$ cat src/rtl/tdm_demux_4.sv
// 4-slot TDM receive demux: routes each accepted beat to a frame-aligned channel register.
// Optional even-parity checking is enabled by defining TDM_DEMUX_PARITY_EN.
//
// state  | meaning
// HUNT   | waiting for a frame_sync beat; non-sync beats are dropped
// LOCKED | slot counter aligned; beats routed to ch[slot]
module tdm_demux_4 #(
  parameter int W = 8
) (
  input  logic         clk,
  input  logic         rst,
  input  logic [W-1:0] din,
  input  logic         din_valid,
  input  logic         frame_sync,
`ifdef TDM_DEMUX_PARITY_EN
  input  logic         din_par,
  output logic         par_err,
`endif
  output logic [W-1:0] ch0,
  output logic [W-1:0] ch1,
  output logic [W-1:0] ch2,
  output logic [W-1:0] ch3,
  output logic [3:0]   ch_valid,
  output logic         frame_done,
  output logic         sync_err,
  output logic         locked
);

  typedef enum logic {HUNT = 1'b0, LOCKED = 1'b1} state_t;

  state_t       r_state;
  logic [1:0]   r_slot;
  logic [W-1:0] r_ch [4];
  logic [3:0]   r_ch_valid;
  logic         r_frame_done;
  logic         r_sync_err;
  logic         r_locked;

  logic         w_wr;
  logic [1:0]   w_tgt;
  logic [1:0]   w_next_slot;
  state_t       w_next_state;
  logic         w_sync_err;
  logic         w_frame_done;
  logic         w_good;

`ifdef TDM_DEMUX_PARITY_EN
  logic r_par_err;
  // A bad-parity beat still advances slot/FSM, but no channel is written.
  assign w_good  = ~(^{din, din_par});
  assign par_err = r_par_err;
`else
  assign w_good = 1'b1;
`endif

  always_comb begin
    w_wr         = 1'b0;
    w_tgt        = 2'd0;
    w_next_slot  = r_slot;
    w_next_state = r_state;
    w_sync_err   = 1'b0;
    w_frame_done = 1'b0;
    if (din_valid) begin
      case (r_state)
        HUNT: begin
          if (frame_sync) begin
            w_wr         = 1'b1;
            w_tgt        = 2'd0;
            w_next_slot  = 2'd1;
            w_next_state = LOCKED;
          end
        end
        LOCKED: begin
          if (frame_sync) begin
            w_wr        = 1'b1;
            w_tgt       = 2'd0;
            w_next_slot = 2'd1;
            w_sync_err  = (r_slot != 2'd0);
          end else begin
            w_wr         = 1'b1;
            w_tgt        = r_slot;
            w_next_slot  = r_slot + 2'd1;
            w_frame_done = (r_slot == 2'd3);
          end
        end
        default: w_next_state = HUNT;
      endcase
    end
  end

  always_ff @(posedge clk) begin
    if (rst) begin
      r_state      <= HUNT;
      r_slot       <= 2'd0;
      r_ch_valid   <= 4'd0;
      r_frame_done <= 1'b0;
      r_sync_err   <= 1'b0;
      r_locked     <= 1'b0;
      for (int i = 0; i < 4; i++) r_ch[i] <= '0;
`ifdef TDM_DEMUX_PARITY_EN
      r_par_err    <= 1'b0;
`endif
    end else begin
      r_state      <= w_next_state;
      r_slot       <= w_next_slot;
      r_locked     <= (w_next_state == LOCKED);
      r_sync_err   <= w_sync_err;
      r_frame_done <= w_frame_done & w_good;
      if (w_wr && w_good) begin
        r_ch[w_tgt] <= din;
        r_ch_valid  <= 4'b0001 << w_tgt;
      end else begin
        r_ch_valid  <= 4'd0;
      end
`ifdef TDM_DEMUX_PARITY_EN
      r_par_err    <= din_valid & ~w_good;
`endif
    end
  end

  assign ch0        = r_ch[0];
  assign ch1        = r_ch[1];
  assign ch2        = r_ch[2];
  assign ch3        = r_ch[3];
  assign ch_valid   = r_ch_valid;
  assign frame_done = r_frame_done;
  assign sync_err   = r_sync_err;
  assign locked     = r_locked;

endmodule
$ cat config.mk
export PLATFORM = sky130hd
export DESIGN_NAME = tdm_demux_4
export DESIGN_NICKNAME = d
export VERILOG_FILES = /design/src/rtl/tdm_demux_4.sv
export SDC_FILE = /design/constraint.sdc
export NUM_CORES = 1
export LEC_CHECK = 0
export CORE_MARGIN = 3
export CORE_UTILIZATION = 32
export DETAILED_ROUTE_END_ITERATION = 10
export PLACE_DENSITY = 0.59
export SYNTH_ARGS = -nofsm -noshare
export SYNTH_HDL_FRONTEND = slang
export SYNTH_SLANG_ARGS = --single-unit
$ cat constraint.sdc
create_clock -name clk -period 2.2 [get_ports clk]
set_input_delay 0.44 -clock clk [delete_from_list [all_inputs] [get_ports clk]]
set_output_delay 0.44 -clock clk [all_outputs]
set_load 0.005 [all_outputs]
==> metrics.md, run 1 <==
| Metric | Value |
|---|---|
| Status | completed |
| Slowest cell on crit path | clkdlybuf4s50_1 |
| Vias in the first global route | 1204 |
| Avg Cell Area, Syn | 13.37 um2 |
| Initial DRC Count | 111 |
| Max Fclk | 579.0 MHz |
| Worst Tran Pin Value | 492.3 ps |
| Fin Setup TNS | 0 ps |
| Chip Height | 77.41 um |
| Sequential Area | 0.001141 mm2 |
| Core Rows | 25 |
| # DRC | 0 |
| Drt total wl | 3564 um |
| Fin. Hold Viols | 0 |
| Post-synth cell types | 23 |
| Fillers | 457 |
| #FFs+latches synth | 41 |
| Synthesized Nets | 136 |
| Antenna violations before repair | 0 |
| Num Clock Sinks | 41 |
| Fin Clk Skew | 8.268 ps |
| Final nets | 192 |
| Share of layout cells above drive strength 1 | 12.29% |
| Critical Path Sink Type | primary output |
| Area of the core | 0.004817 mm2 |
| Setup slack at placement | 232.3 ps |
| Drt wl/cell | 14.49 um |
| Max_cap viols | 0 |
| Final Util | 48.13% |
| Initial DRT Pass Iterations | 4 |
| Critical path arrival | 1290 ps |
| Clock Tree Buf Depth | 2 |
| I/O Buffers | 50 |
| Post-DRT Antenna Nets | 0 |
| DP Cell Count | 238 |
| Die width | 77.41 um |
| VDD IR max | 271.0 uV |
| Via count | 1128 |
| Post-CTS Hold Buffers | 0 |
| Hpwl dp | 2730 um |
| Relative slew slack | 67.06% |
| Finished Layout Cells | 246 |
| Post-synthesis sequential area ratio | 69.94% |
| Synth Warn # | 0 |
| HP Class | reg2reg |
| Final Wtd Congestion | 0.8129 |
| Area share of the largest cell type after synthesis | 58.90% |
| Largest net degree at the start of global routing | 21 |
| Commonest non-fill, non-tap cell in the layout | clkdlybuf4s50_1 |
| DIE AREA | 0.005992 mm2 |
| Pleak | 0.7933 nW |
| CTS tree | done |
| CP max FO | 8 |
| Crit share post-route | 78.51% |
| Cell Chain, Critical Path | clkdlybuf4s50_1 |
| Clk slew on worst S/H paths | 70 ps |
| Max stage delay on crit path | 550 ps |
| Largest cells by area after synthesis | edfxtp_1 (59%), dfxtp_1 (11%), nor3_1 (7.4%), a211oi_2 (6.1%), inv_1 (2.8%) |
| Global route total overflow | 0 |
| CP delay by family, top | buffers and inverters |
| I/O pin total | 51 |
| Post-CTS setup buffer count | 0 |
| Min Tclk post-route | 1727 ps |
| Final setup viols | 0 |
| Root buf cell | clkbuf_8 |
| Slew Viols, Final | 0 |
| CTS Buf Count | 5 |
| H-tree levels | 2 |
| Area growth syn-to-layout | 42.10% |
| Final Worst Setup Slack | 472.8 ps |
| Commonest non-fill, non-tap cells in the layout | clkdlybuf4s50_1 (50), edfxtp_1 (32), nor3_1 (24) |
| Antenna cell count | 0 |
| First-pass GRT wire length | 5940 um |
| Unrepaired setup endpoints after global routing | no |
| Total track usage | 12.82% |
| Multi-input gate area | 405.4 um2 |
| Power density over the cells | 673.4 mW/mm2 |
| Launching element type of the critical path | register |
| Post-CTS sizing | 0 |
| Cell Area, Synth | 0.001632 mm2 |
| Worst path required time | 1760 ps |
| Initial Util | 33.87% |
| Vias per std cell | 4.585 |
| Crit Path Class | reg2out |
| Buf+Inv Stages, Crit Path | 1 |
| Synth area leader | edfxtp_1 |
| Cells after synthesis | 122 |
| Clk_lat worst skew | 290 ps |
[kinds of logic (layout without fill, tap and decap cells)]
family,Yosys count,after routing,share of synthesized area [%]
flip-flops,41,41,69.94
AO/OA/AOI/OAI,18,18,10.12
buffers and inverters,20,77,5.214
AND/OR/NAND/NOR,41,41,13.19
adder cells (fa/ha/maj),2,2,1.533
[path summary, 6_finish.rpt]
check / start / end / slack (ps) / cells after the start
max: locked / locked / 470 / 1
min: r_slot[1] / ch_valid[3] / 580 / 2
max reg2reg: locked / r_ch[0][4] / 710 / 2
min reg2reg: r_slot[1] / ch_valid[3] / 580 / 2
[final cells by class]
cell class	instances	area share [%]
Clock buffer	7	3.724
Clock inverter	1	0.3238
Inverter	13	2.105
Multi-Input combinational cell	61	17.49
Sequential cell	41	49.22
Tap cell	67	3.616
Timing Repair Buffer	56	23.53
[sequential cells by signal, summed over array words and instances (netlist names)]
name        flops
sync_err        1
locked          1
r_slot          2
frame_done      1
ch_valid        4
r_ch           32
[synthesized netlist by cell type]
cell type / n
a211oi_2: 8
a21oi_1: 3
buf_2: 2
buf_6: 1
clkbuf_1: 4
clkinv_1: 1
dfxtp_1: 9
edfxtp_1: 32
ha_1: 2
inv_1: 12
nand2_1: 2
nand2b_1: 5
nand3b_1: 1
nand4bb_1: 1
nor2_1: 6
nor3_1: 24
nor4_1: 1
o21a_1: 1
o21ai_0: 3
o221a_2: 1
o31ai_1: 1
o32ai_1: 1
or3b_1: 1
[through the flow]
| stage | hold slack, ps | area (um2) | power, W |
|---|---|---|---|
| 3_3_place_gp | 563.2 | 2225 | 0.001070 |
| 6_report | 576.1 | 2318 | 0.001561 |
| 5_1_grt | 613.6 | 2318 | 0.001632 |
| 2_1_floorplan | 494.7 | 1632 | 0.0009657 |
| 3_5_place_dp | 561.4 | 2225 | 0.001076 |
| 4_1_cts | 574.6 | 2318 | 0.001574 |
[report_power, final]
group          switching [W]  leakage [nW]  internal, W
Clock               0.000250        0.0445     0.000255
Combinational      0.0000818         0.341    0.0000917
Sequential         0.0000149         0.408     0.000867
Total               0.000347         0.793      0.00121
[metal layers]
layer | wire length [um] | vias up | track usage [%]
met2 | 1839 | 36 | 22.02
met4 | 34 | 0 | 4.270
met3 | 237 | 4 | 4.756
li1 | - | 556 | -
met5 | 0 | - | 0
met1 | 1453 | 532 | 14.70
Power figures use the tool's default switching activity.
==> run 2, diff against run 1 <==
PLACE_DENSITY = 0.61   (was 0.59)
clock period = 1.4 ns   (was 2.2 ns; I/O delays follow)
==> run 2 against run 1 <==
  * Die area unchanged
  * Core utilization increased by 2.2 points
  * Combinational power increased by 60%
  * Critical path depth unchanged
  * Cell count increased by 4.5%
  * Via count increased by 2.5%
  * Sequential power increased by 56%
  * Final area increased by 4.6%
  * Largest cell class unchanged
==> metrics.md, run 2 (synthesized netlist as in run 1, its figures left out) <==
| Metric | Value |
|---|---|
| Design area | 0.002426 mm2 (+4.6%) |
| DIE AREA | 0.005992 mm2 (unchanged) |
| Largest net degree at the start of global routing | 18 (-14%) |
| Area of the core | 0.004817 mm2 (unchanged) |
| Slew Viols, Final | 0 (unchanged) |
| CTS Buf Count | 5 (unchanged) |
| Commonest non-fill, non-tap cells in the layout | edfxtp_1 (32), dlygate4sd2_1 (30), nor3_1 (23) |
| DP Cell Count | 249 (+4.6%) |
| Fin Setup TNS | 0 ps (unchanged) |
| Pleak | 1.085 nW (+37%) |
| Min Tclk post-route | 1367 ps |
| Global route total overflow | 0 (unchanged) |
| HP Class | in2reg |
| Relative slew slack | 82.47% (+15 points) |
| # DRC | 0 (unchanged) |
| I/O pin total | 51 (unchanged) |
| Fin Clk Skew | 6.112 ps (-2.156 ps) |
| H-tree levels | 2 (unchanged) |
| Max stage delay on crit path | 490 ps (-60 ps) |
| Critical Path Sink Type | primary output |
| Worst path required time | 1120 ps (-640 ps) |
| Vias per std cell | 4.498 (-1.9%) |
| Final Wtd Congestion | 0.8719 (+7.3%) |
| Status | completed |
| Max_cap viols | 0 (unchanged) |
| Final setup viols | 0 (unchanged) |
| Unrepaired setup endpoints after global routing | no |
| Drt total wl | 3637 um (+2.0%) |
| Clk slew on worst S/H paths | 80 ps (about the same) |
| Root buf cell | clkbuf_8 |
| Core Rows | 25 (unchanged) |
| Cell Chain, Critical Path | clkdlybuf4s50_1 |
| Slowest cell on crit path | clkdlybuf4s50_1 |
| Antenna violations before repair | 0 (unchanged) |
| Initial DRT Pass Iterations | 4 (unchanged) |
| Worst Tran Pin Value | 260.6 ps (-231.7 ps) |
| Hpwl dp | 2849 um (+4.4%) |
| Launching element type of the critical path | register |
| Die width | 77.41 um (unchanged) |
| Post-DRT Antenna Nets | 0 (unchanged) |
| Final Util | 50.36% (+2.2 points) |
| Clock Tree Buf Depth | 2 (unchanged) |
| Share of layout cells above drive strength 1 | 18.42% (+6.1 points) |
| Finished Layout Cells | 257 (+4.5%) |
| Vias in the first global route | 1210 (+0.50%) |
| Max Fclk | 731.5 MHz |
| CP max FO | 1 (-7) |
| CP delay by family, top | buffers and inverters |
| Chip Height | 77.41 um (unchanged) |
| CTS tree | done |
| Post-CTS setup buffer count | 0 (unchanged) |
| Area growth syn-to-layout | 48.70% |
| Final nets | 203 (+5.7%) |
| Max reg flops | 32 (unchanged) |
| Biggest register | r_ch |
| Fin. Hold Viols | 0 (unchanged) |
| I/O Buffers | 50 (unchanged) |
| Worst Hold Margin | 345.4 ps (-230.7 ps) |
| First-pass GRT wire length | 6016 um (+1.3%) |
| Clk_lat worst skew | 280 ps (about the same) |
| Total track usage | 13.31% (+0.49 points) |
| Commonest non-fill, non-tap cell in the layout | edfxtp_1 |
| Crit share post-route | 97.65% |
| Power density over the cells | 1057 mW/mm2 (+57%) |
| Initial DRC Count | 86 (-23%) |
| Critical path arrival | 1090 ps (-200 ps) |
| Buf+Inv Stages, Crit Path | 1 (unchanged) |
| Antenna cell count | 0 (unchanged) |
| Total placed instance area | 0.002325 mm2 (+4.5%) |
| Crit Path Class | reg2out |
| Via count | 1156 (+2.5%) |
| Initial Util | 33.87% (unchanged) |
| Num Clock Sinks | 41 (unchanged) |
| Drt wl/cell | 14.15 um (-2.3%) |
| VDD IR max | 512.9 uV (+89%) |
| Fillers | 455 (-0.44%) |
-- run 2: cell count changes in the layout (fill, tap and decap cells not counted), sizes merged --
| cell | previous run | this run |
|---|---|---|
| bufinv | 0 | 1 |
| clkinvlp | 1 | 0 |
| dlygate4sd2 | 0 | 30 |
| clkdlybuf4s50 | 50 | 10 |
| clkinv | 1 | 2 |
| dlymetal6s2s | 0 | 10 |
| clkbuf | 7 | 6 |
| buf | 6 | 17 |
-- run 2: cell type report --
type / count / area [um2] / share of cell area (%)
sequential: 41 / 1141 / 47.03
timing repair buffer: 67 / 628.1 / 25.89
multi-input combinational: 61 / 417.9 / 17.23
tap: 67 / 83.83 / 3.455
clock buffer: 6 / 72.57 / 2.991
inverter: 13 / 48.80 / 2.011
clock inverter: 2 / 33.78 / 1.392
-- run 2: worst reg2reg max path, cell delays in order (launching register included) --
cell and delay (ps):
dfxtp_1 320, buf_4 140, nand2_1 90, o31ai_2 200, buf_4 210
-- run 2: metal layers --
layer / up-vias / GRT usage, % / part of all wire (%) / routed length, um
met3: 4 / 4.176 / 6.4 / 231
li1: 576 / - / - / -
met4: 0 / 5.872 / 1.5 / 53
met1: 532 / 15.05 / 41 / 1504
met2: 44 / 22.97 / 51 / 1848
met5: - / 0 / 0 / 0
-- run 2: final timing paths --
| path | from | to | slack, ps | cells past startpoint |
|---|---|---|---|---|
| worst max-delay path | ch_valid[3] | ch_valid[3] | 30 | 1 |
| worst min-delay path | rst | locked | 350 | 2 |
| worst max register to register | locked | r_ch[0][2] | 150 | 4 |
| worst min register to register | locked | locked | 610 | 3 |
-- run 2: power breakdown --
group	internal [W]	switching (W)	leakage [nW]
combinational	0.000138	0.000141	0.625
sequential	0.00136	0.0000160	0.408
clock	0.000526	0.000379	0.0528
-- run 2: per-stage QoR --
step	total power [W]	worst slack (ps)
final	0.002563	32.87
after global routing	0.002678	2.251
after CTS	0.002593	0.6505
after detailed placement	0.001721	-323.4
after global placement	0.001711	-287.6
after floorplan	0.001519	-105.0
-- run 2: timing repair --
item,in CTS,in global routing
gates cloned,0,0
endpoints found under the hold margin,0,0
endpoints found under the setup margin,37,20
hold buffers,0,0
gates resized for setup,30,12
==> run 3, diff against run 2 <==
--- a/config.mk
+++ b/config.mk
@@ -10,3 +10,3 @@
 export DETAILED_ROUTE_END_ITERATION = 10
-export PLACE_DENSITY = 0.61
+export PLACE_DENSITY = 0.64
 export SYNTH_ARGS = -nofsm -noshare
==> constraint.sdc (replaced) <==
create_clock -name clk -period 1.4 [get_ports clk]
set_input_delay 0.35 -clock clk [delete_from_list [all_inputs] [get_ports clk]]
set_output_delay 0.35 -clock clk [all_outputs]
set_load 0.005 [all_outputs]
==> run 3 against run 2 <==
  * Clock-buffer cell count did not move
  * Non-clock buffer count rose by 1
  * Clock power fell by 13%
  * Largest cell class unchanged
  * Final area fell by 1.4%
==> metrics.md, run 3 (synthesized netlist as in run 1, its figures left out) <==
| Metric | Value |
|---|---|
| Relative slew slack | 79.40% (-3.1 points) |
| Setup slack at placement | -362.0 ps (-38.61 ps) |
| Crit. path cell count | 3 (+2) |
| Final setup viols | 0 (unchanged) |
| Slowest cell on crit path | or3b_1 |
| Clock Tree Buf Depth | 2 (unchanged) |
| CP max FO | 9 (+8) |
| Crit share post-route | 94.10% (-3.6 points) |
| Hpwl dp | 2782 um (-2.4%) |
| Critical path arrival | 1440 ps (+350 ps) |
| Initial DRC Count | 97 (+13%) |
| Fin Clk Skew | 7.073 ps (+0.9602 ps) |
| CP delay by family, top | simple AND/OR/NAND/NOR gates |
| I/O Buffers | 50 (unchanged) |
| Post-CTS Hold Buffers | 0 (unchanged) |
| First-pass GRT wire length | 6210 um (+3.2%) |
| Fillers | 464 (+2.0%) |
| Max Fclk | 759.1 MHz (+3.8%) |
| CP Capture Point | r_ch[0][1] |
| Multi-input gate area | 412.9 um2 (-1.2%) |
| Total track usage | 13.48% (+0.17 points) |
| H-tree levels | 2 (unchanged) |
| Initial DRT Pass Iterations | 4 (unchanged) |
| Max stage delay on crit path | 380 ps (-110 ps) |
| Crit Path Class | reg2reg |
| Drt total wl | 3670 um (+0.91%) |
| Cell Chain, Critical Path | or3b_1, buf_4, a211oi_2 |
| Critical Path Start | r_slot[0] |
| Status | completed |
| Share of layout cells above drive strength 1 | 20.42% (+2.0 points) |
| Commonest non-fill, non-tap cell in the layout | dlygate4sd2_1 |
| RR Startpoint | r_slot[0] |
| Design area | 0.002391 mm2 (-1.4%) |
| DIE AREA | 0.005992 mm2 (unchanged) |
| Global route total overflow | 0 (unchanged) |
| Post-DRT Antenna Nets | 0 (unchanged) |
| Max_cap viols | 0 (unchanged) |
| Total placed instance area | 0.002332 mm2 (+0.32%) |
| Antenna cell count | 0 (unchanged) |
| Final Worst Setup Slack | 82.62 ps (+49.75 ps) |
| Worst Reg-to-Reg Cells | 3 (-1) |
| Slew Viols, Final | 0 (unchanged) |
| Via count | 1207 (+4.4%) |
| Worst r2r dst | r_ch[0][1] |
| Sequential Area | 0.001146 mm2 (+0.44%) |
| Largest net degree at the start of global routing | 18 (unchanged) |
| VDD IR max | 431.3 uV (-16%) |
| Final Util | 49.64% (-0.73 points) |
| Post-CTS setup buffer count | 0 (unchanged) |
| Worst Tran Pin Value | 308.7 ps (+48.16 ps) |
| Commonest non-fill, non-tap cells in the layout | dlygate4sd2_1 (40), edfxtp_1 (32), nor3_1 (24) |
| Chip Height | 77.41 um (unchanged) |
| Buf+Inv Stages, Crit Path | 1 (unchanged) |
| Area growth syn-to-layout | 46.55% |
| Power density over the cells | 1021 mW/mm2 (-3.3%) |
| Launching element type of the critical path | register |
| HP Class | in2reg |
| Min Tclk post-route | 1317 ps (-49.75 ps) |
| Num Clock Sinks | 41 (unchanged) |
| Clk slew on worst S/H paths | 70 ps (about the same) |
| Final Wtd Congestion | 0.8036 (-7.8%) |
| Vias in the first global route | 1255 (+3.7%) |
| I/O pin total | 51 (unchanged) |
| Area of the core | 0.004817 mm2 (unchanged) |
| Core Rows | 25 (unchanged) |
| Root buf cell | clkbuf_8 |
| CTS Buf Count | 5 (unchanged) |
| Critical Path Sink Type | register |
| # DRC | 0 (unchanged) |
| Clk_lat worst skew | 280 ps (about the same) |
| Drt wl/cell | 14.22 um (+0.52%) |
| Final nets | 204 (+0.49%) |
| Biggest register | r_ch |
| Vias per std cell | 4.678 (+4.0%) |
| Unrepaired setup endpoints after global routing | no |
| Initial Util | 33.87% (unchanged) |
| Max reg flops | 32 (unchanged) |
| Worst path required time | 1520 ps (+400 ps) |
| CTS tree | done |
| Pleak | 0.9984 nW (-8.0%) |
| Die width | 77.41 um (unchanged) |
| Antenna violations before repair | 0 (unchanged) |
| Reg2reg setup slack | 80 ps (-70 ps) |
| Fin. Hold Viols | 0 (unchanged) |
## run 3: changes by cell type in the layout (fill, tap and decap cells not counted), moves of 2 or more
cell             delta
dlygate4sd2_1      +10
dlymetal6s2s_1      -8
clkdlybuf4s50_1     -2
dfxtp_1             -2
## run 3: per-layer routing
| layer | up-vias | track usage [%] | routed length [um] |
|---|---|---|---|
| met3 | 6 | 4.640 | 224 |
| met2 | 42 | 21.76 | 1804 |
| met1 | 577 | 15.95 | 1560 |
| li1 | 582 | - | - |
| met5 | - | 0 | 0 |
| met4 | 0 | 6.762 | 80 |
## run 3: timing repair
action,in CTS,in global routing
gates resized for setup,43,3
cloned,0,0
endpoints found under the setup margin,79,68
## run 3: how the worst min path moves through the flow
stage                           from          end  depth (start not counted)
final                     frame_sync       locked                          3
after CTS                     locked       locked                          2
after floorplan                  rst       locked                          1
after detailed placement   r_slot[0]  ch_valid[3]                          2
after global placement     r_slot[0]  ch_valid[3]                          2
after global routing      frame_sync       locked                          3
## run 3: layout make-up
type / instances / share of cell area [%]
well taps: 67 / 3.506
clock buffers: 6 / 3.454
clock inverters: 2 / 0.5756
inverters: 13 / 2.041
multi-input cells: 61 / 17.27
repair buffers: 68 / 25.22
flip-flops and latches: 41 / 47.93
## run 3: through the flow
stage / hold slack (ps) / power (W) / instances / setup TNS, ps
CTS: 516.9 / 0.002473 / 258 / 0
global route: 416.7 / 0.002566 / 258 / 0
detailed placement: 537.4 / 0.001722 / 250 / -21430
finish: 383.3 / 0.002442 / 258 / 0
floorplan: 422.4 / 0.001519 / 122 / -1621
global placement: 545.1 / 0.001711 / 250 / -19420
## run 3: where the power goes
| part | total [W] | switching [W] | internal [W] | leakage [nW] |
|---|---|---|---|---|
| registers | 0.00138 | 0.0000180 | 0.00136 | 0.409 |
| logic | 0.000273 | 0.000139 | 0.000134 | 0.539 |
| clock network | 0.000789 | 0.000390 | 0.000399 | 0.0512 |
| total | 0.00244 | 0.000547 | 0.00190 | 0.998 |
## run 3: worst register-to-register path: stages, from the launching register on
cell,delay (ps)
dfxtp_2,350
or3b_1,380
buf_4,190
a211oi_2,240
==> patch 1 (flow settings as in run 1) <==
The option `TDM_DEMUX_PARITY_EN` is turned on by a define.
--- a/src/rtl/tdm_demux_4.sv
+++ b/src/rtl/tdm_demux_4.sv
@@ -6,2 +6,4 @@
 // LOCKED | slot counter aligned; beats routed to ch[slot]
+`define TDM_DEMUX_PARITY_EN
+
 module tdm_demux_4 #(
Ports: changed (added din_par and par_err); port bits go from 51 to 53. No check against the original RTL was run, so the function may have changed too.
==> patch 1 against run 1 <==
  * Synthesized area up 11%
  * Sequential cell count rose by 1
  * First-iteration DRC count down 62%
  * Wire length up 3.6%
  * Die area rose by 10%
  * Non-clock buffer count is 16 higher
  * Setup slack lost 0.37 ns
  * Final area up 13%
Power is not compared: it rests on default switching activity, and its combinational part moved more than twofold at a synthesized area within 25%.
==> patch 1: results (changes against run 1) <==
<table>
<tr><th>Metric</th><th>Value</th></tr>
<tr><th colspan="2">Cells and area</th></tr>
<tr><td>Number of fill cells in the layout</td><td>464 (+1.5%)</td></tr>
<tr><td>Cell Count, Final, Fillers Out</td><td>279 (+13%)</td></tr>
<tr><td>Area Overhead vs Synth</td><td>45.3%</td></tr>
<tr><td>Area taken by multi-input logic gates</td><td>599 sq um (+48%)</td></tr>
<tr><td>Share of final-layout standard cells stronger than drive strength 1</td><td>19.6% (+7.3 points)</td></tr>
<tr><td>Non-clock inverter total of the final layout</td><td>4 (-9)</td></tr>
<tr><td>Number of clock buffers in the layout</td><td>6 (-1)</td></tr>
<tr><td>Sequential share of cell area</td><td>44.1% (-5.1 points)</td></tr>
<tr><td>Number of buffers other than clock buffers in the final layout</td><td>72 (+29%)</td></tr>
<tr><td>ClkCell Share</td><td>3.28% (-0.76 points)</td></tr>
<tr><th colspan="2">Placed design</th></tr>
<tr><td>Cell area after placement</td><td>0.00252 sq mm (+13%)</td></tr>
<tr><td>Placed Cells incl. Taps</td><td>271 (+14%)</td></tr>
<tr><td>I/O Buffers</td><td>52 (+4.0%)</td></tr>
<tr><td>Half-perimeter wire length of the detailed placement result</td><td>2960 um (+8.6%)</td></tr>
<tr><th colspan="2">Global route</th></tr>
<tr><td>Met1 GRT Util</td><td>13.3% (-1.4 points)</td></tr>
<tr><td>GR Util met2</td><td>22.2% (+0.15 points)</td></tr>
<tr><td>Wire length of the first global-routing pass</td><td>5980 um (+0.59%)</td></tr>
<tr><th colspan="2">STA</th></tr>
<tr><td>Maximum clock skew at final layout</td><td>0.00431 ns (-0.00396 ns)</td></tr>
<tr><td>Worst relative slew slack</td><td>78.7% (+12 points)</td></tr>
<tr><th colspan="2">Yosys</th></tr>
<tr><td>Commonest cells post-synth</td><td>sky130_fd_sc_hd__edfxtp_1 (32), sky130_fd_sc_hd__nand2_1 (13), sky130_fd_sc_hd__nor2_1 (12), sky130_fd_sc_hd__and2_1 (10), sky130_fd_sc_hd__dfxtp_1 (10)</td></tr>
<tr><td>Netlist cell types</td><td>35 (+52%)</td></tr>
<tr><td>Nets in the synthesized netlist</td><td>149 (+9.6%)</td></tr>
<tr><td>Post-Syn Area per Cell</td><td>13.5 sq um (+1.0%)</td></tr>
<tr><th colspan="2">Floorplan</th></tr>
<tr><td>Well Taps</td><td>70 (+4.5%)</td></tr>
<tr><th colspan="2">Critical path</th></tr>
<tr><td>Crit-path leading delay family</td><td>XOR/XNOR gates</td></tr>
<tr><th colspan="2">Status</th></tr>
<tr><td>Result of the run</td><td>finished clean</td></tr>
<tr><th colspan="2">Drt</th></tr>
<tr><td>Detailed-route vias per instance</td><td>4.49 (-2.0%)</td></tr>
<tr><td>Sum of routed wire segments on met1</td><td>1480 um (+1.5%)</td></tr>
</table>
[patch 1: changes by cell type after synthesis, sizes merged, moves of 3 or more]
| cell | delta |
|---|---|
| a211oi | -7 |
| and2 | +17 |
| clkbuf | -4 |
| inv | -8 |
| nand2 | +11 |
| nand2b | -5 |
| nor2 | +6 |
| nor3 | -15 |
| nor3b | +3 |
| o21bai | +3 |
| xnor2 | +3 |
[patch 1: cells by family after synthesis]
kind of cell    Yosys count  synth area share (%)
flops                    42                  64.1
buf+inv                   9                  3.32
fa+ha+maj                 2                  1.38
xor+xnor                  6                  5.74
simple gates             62                  18.4
compound gates           11                  4.56
mux                       2                  2.49
[patch 1: final timing paths]
kind	end	startpoint	depth (start not counted)	slack, ns
max	r_ch[3][7]	din[5]	6	0.11
min	r_slot[0]	r_slot[0]	2	0.57
max reg2reg	r_ch[0][7]	locked	4	0.33
min reg2reg	r_slot[0]	r_slot[0]	2	0.57
==> patch 2 (config.mk and constraints of run 1) <==
Made on the original files. Reset style: asynchronous (`rst`), changed in one clocked block.
--- a/src/rtl/tdm_demux_4.sv
+++ b/src/rtl/tdm_demux_4.sv
@@ -90,3 +90,3 @@
 
-  always_ff @(posedge clk) begin
+  always_ff @(posedge clk or posedge rst) begin
     if (rst) begin
Check against the original RTL: differs if rst is asserted again (counterexample within 4 cycles, from zero or initial values and one cycle with rst high); with rst held inactive, the same outputs for 10 cycles.
==> patch 2 against run 1 <==
  * Wire length down 6.0%
  * Sequential cell count unchanged
  * Synthesized area up 0.15%
  * Non-clock buffer count down 4
  * Largest cell class unchanged
  * Setup slack worse by 0.023 ns
  * Critical path depth up 3
  * Final area down 0.97%
  * Count of clock-buffer cells in the layout down 1
  * Clock skew down 0.0052 ns
  * Via count down 15%
Power is not compared: it rests on default switching activity, and its combinational part moved more than twofold at a synthesized area within 25%.
==> patch 2: results (changes against run 1) <==
<table>
<tr><th>Metric</th><th>Value</th></tr>
<tr><th colspan="2">Yosys</th></tr>
<tr><td>Post-Syn Area per Cell</td><td>17.2 sq um (+29%)</td></tr>
<tr><td>Post-Synthesis Cell Area</td><td>0.00163 sq mm (+0.15%)</td></tr>
<tr><td>Commonest cells post-synth</td><td>sky130_fd_sc_hd__dfrtp_1 (41), sky130_fd_sc_hd__mux2_2 (16), sky130_fd_sc_hd__mux2_4 (16), sky130_fd_sc_hd__inv_1 (4), sky130_fd_sc_hd__buf_6 (3)</td></tr>
<tr><td>Adder and majority cell fraction of the synthesized area</td><td>1.53% (-0.0023 points)</td></tr>
<tr><th colspan="2">Worst hold path</th></tr>
<tr><td>Hold Path Cell Cnt</td><td>1 (-1)</td></tr>
<tr><th colspan="2">Cells and area</th></tr>
<tr><td>Number of clock buffers in the layout</td><td>6 (-1)</td></tr>
<tr><td>Count of multi-input combinational gates</td><td>47 (-23%)</td></tr>
<tr><td>ClkCell Share</td><td>4.20% (+0.15 points)</td></tr>
<tr><td>Sequential cell count</td><td>41 (unchanged)</td></tr>
<tr><td>Nets</td><td>165 (-14%)</td></tr>
<tr><td>Sequential share of cell area</td><td>44.7% (-4.5 points)</td></tr>
<tr><td>Area taken by multi-input logic gates</td><td>559 sq um (+38%)</td></tr>
<tr><td>Number of fill cells in the layout</td><td>451 (-1.3%)</td></tr>
<tr><td>Buffering overhead</td><td>22.5% (-1.1 points)</td></tr>
<tr><td>Non-clock inverter total of the final layout</td><td>4 (-9)</td></tr>
<tr><td>Multi-input combinational area share</td><td>24.4% (+6.9 points)</td></tr>
<tr><th colspan="2">Critical path</th></tr>
<tr><td>Critical Path Source</td><td>din_valid</td></tr>
<tr><td>Launch instance of the worst register-to-register path</td><td>locked</td></tr>
<tr><td>Data arrival time of the critical path</td><td>1.93 ns (+0.64 ns)</td></tr>
<tr><td>End of the worst register-to-register path</td><td>ch2[6]</td></tr>
<tr><td>Crit-path leading delay family</td><td>simple AND/OR/NAND/NOR gates</td></tr>
<tr><th colspan="2">Placed design</th></tr>
<tr><td>Post-place setup slack</td><td>0.124 ns (-0.109 ns)</td></tr>
<tr><th colspan="2">Global route</th></tr>
<tr><td>Vias in the first global route</td><td>1044 (-13%)</td></tr>
<tr><td>Global routing usage summed across all routing layers</td><td>12.2% (-0.60 points)</td></tr>
<tr><td>Wire length of the first global-routing pass</td><td>5660 um (-4.6%)</td></tr>
<tr><th colspan="2">STA</th></tr>
<tr><td>Smallest hold slack</td><td>0.513 ns (-0.0635 ns)</td></tr>
<tr><th colspan="2">Status</th></tr>
<tr><td>Result of the run</td><td>finished clean</td></tr>
<tr><th colspan="2">Drt</th></tr>
<tr><td>TritonRoute pass-1 iters</td><td>2 (-2)</td></tr>
</table>
-- patch 2: cell types whose count changed in the layout (fill, tap and decap cells not counted), moves of 3 or more --
cell | run 1 | this run
sky130_fd_sc_hd__inv_1 | 12 | 4
sky130_fd_sc_hd__dfxtp_1 | 9 | 0
sky130_fd_sc_hd__dfrtp_1 | 0 | 41
sky130_fd_sc_hd__nor2_1 | 6 | 0
sky130_fd_sc_hd__edfxtp_1 | 32 | 0
sky130_fd_sc_hd__buf_4 | 6 | 2
sky130_fd_sc_hd__a211oi_2 | 8 | 0
sky130_fd_sc_hd__nor3_1 | 24 | 0
sky130_fd_sc_hd__a21oi_1 | 3 | 0
sky130_fd_sc_hd__nand2b_1 | 5 | 1
sky130_fd_sc_hd__mux2_4 | 0 | 16
sky130_fd_sc_hd__mux2_2 | 0 | 16
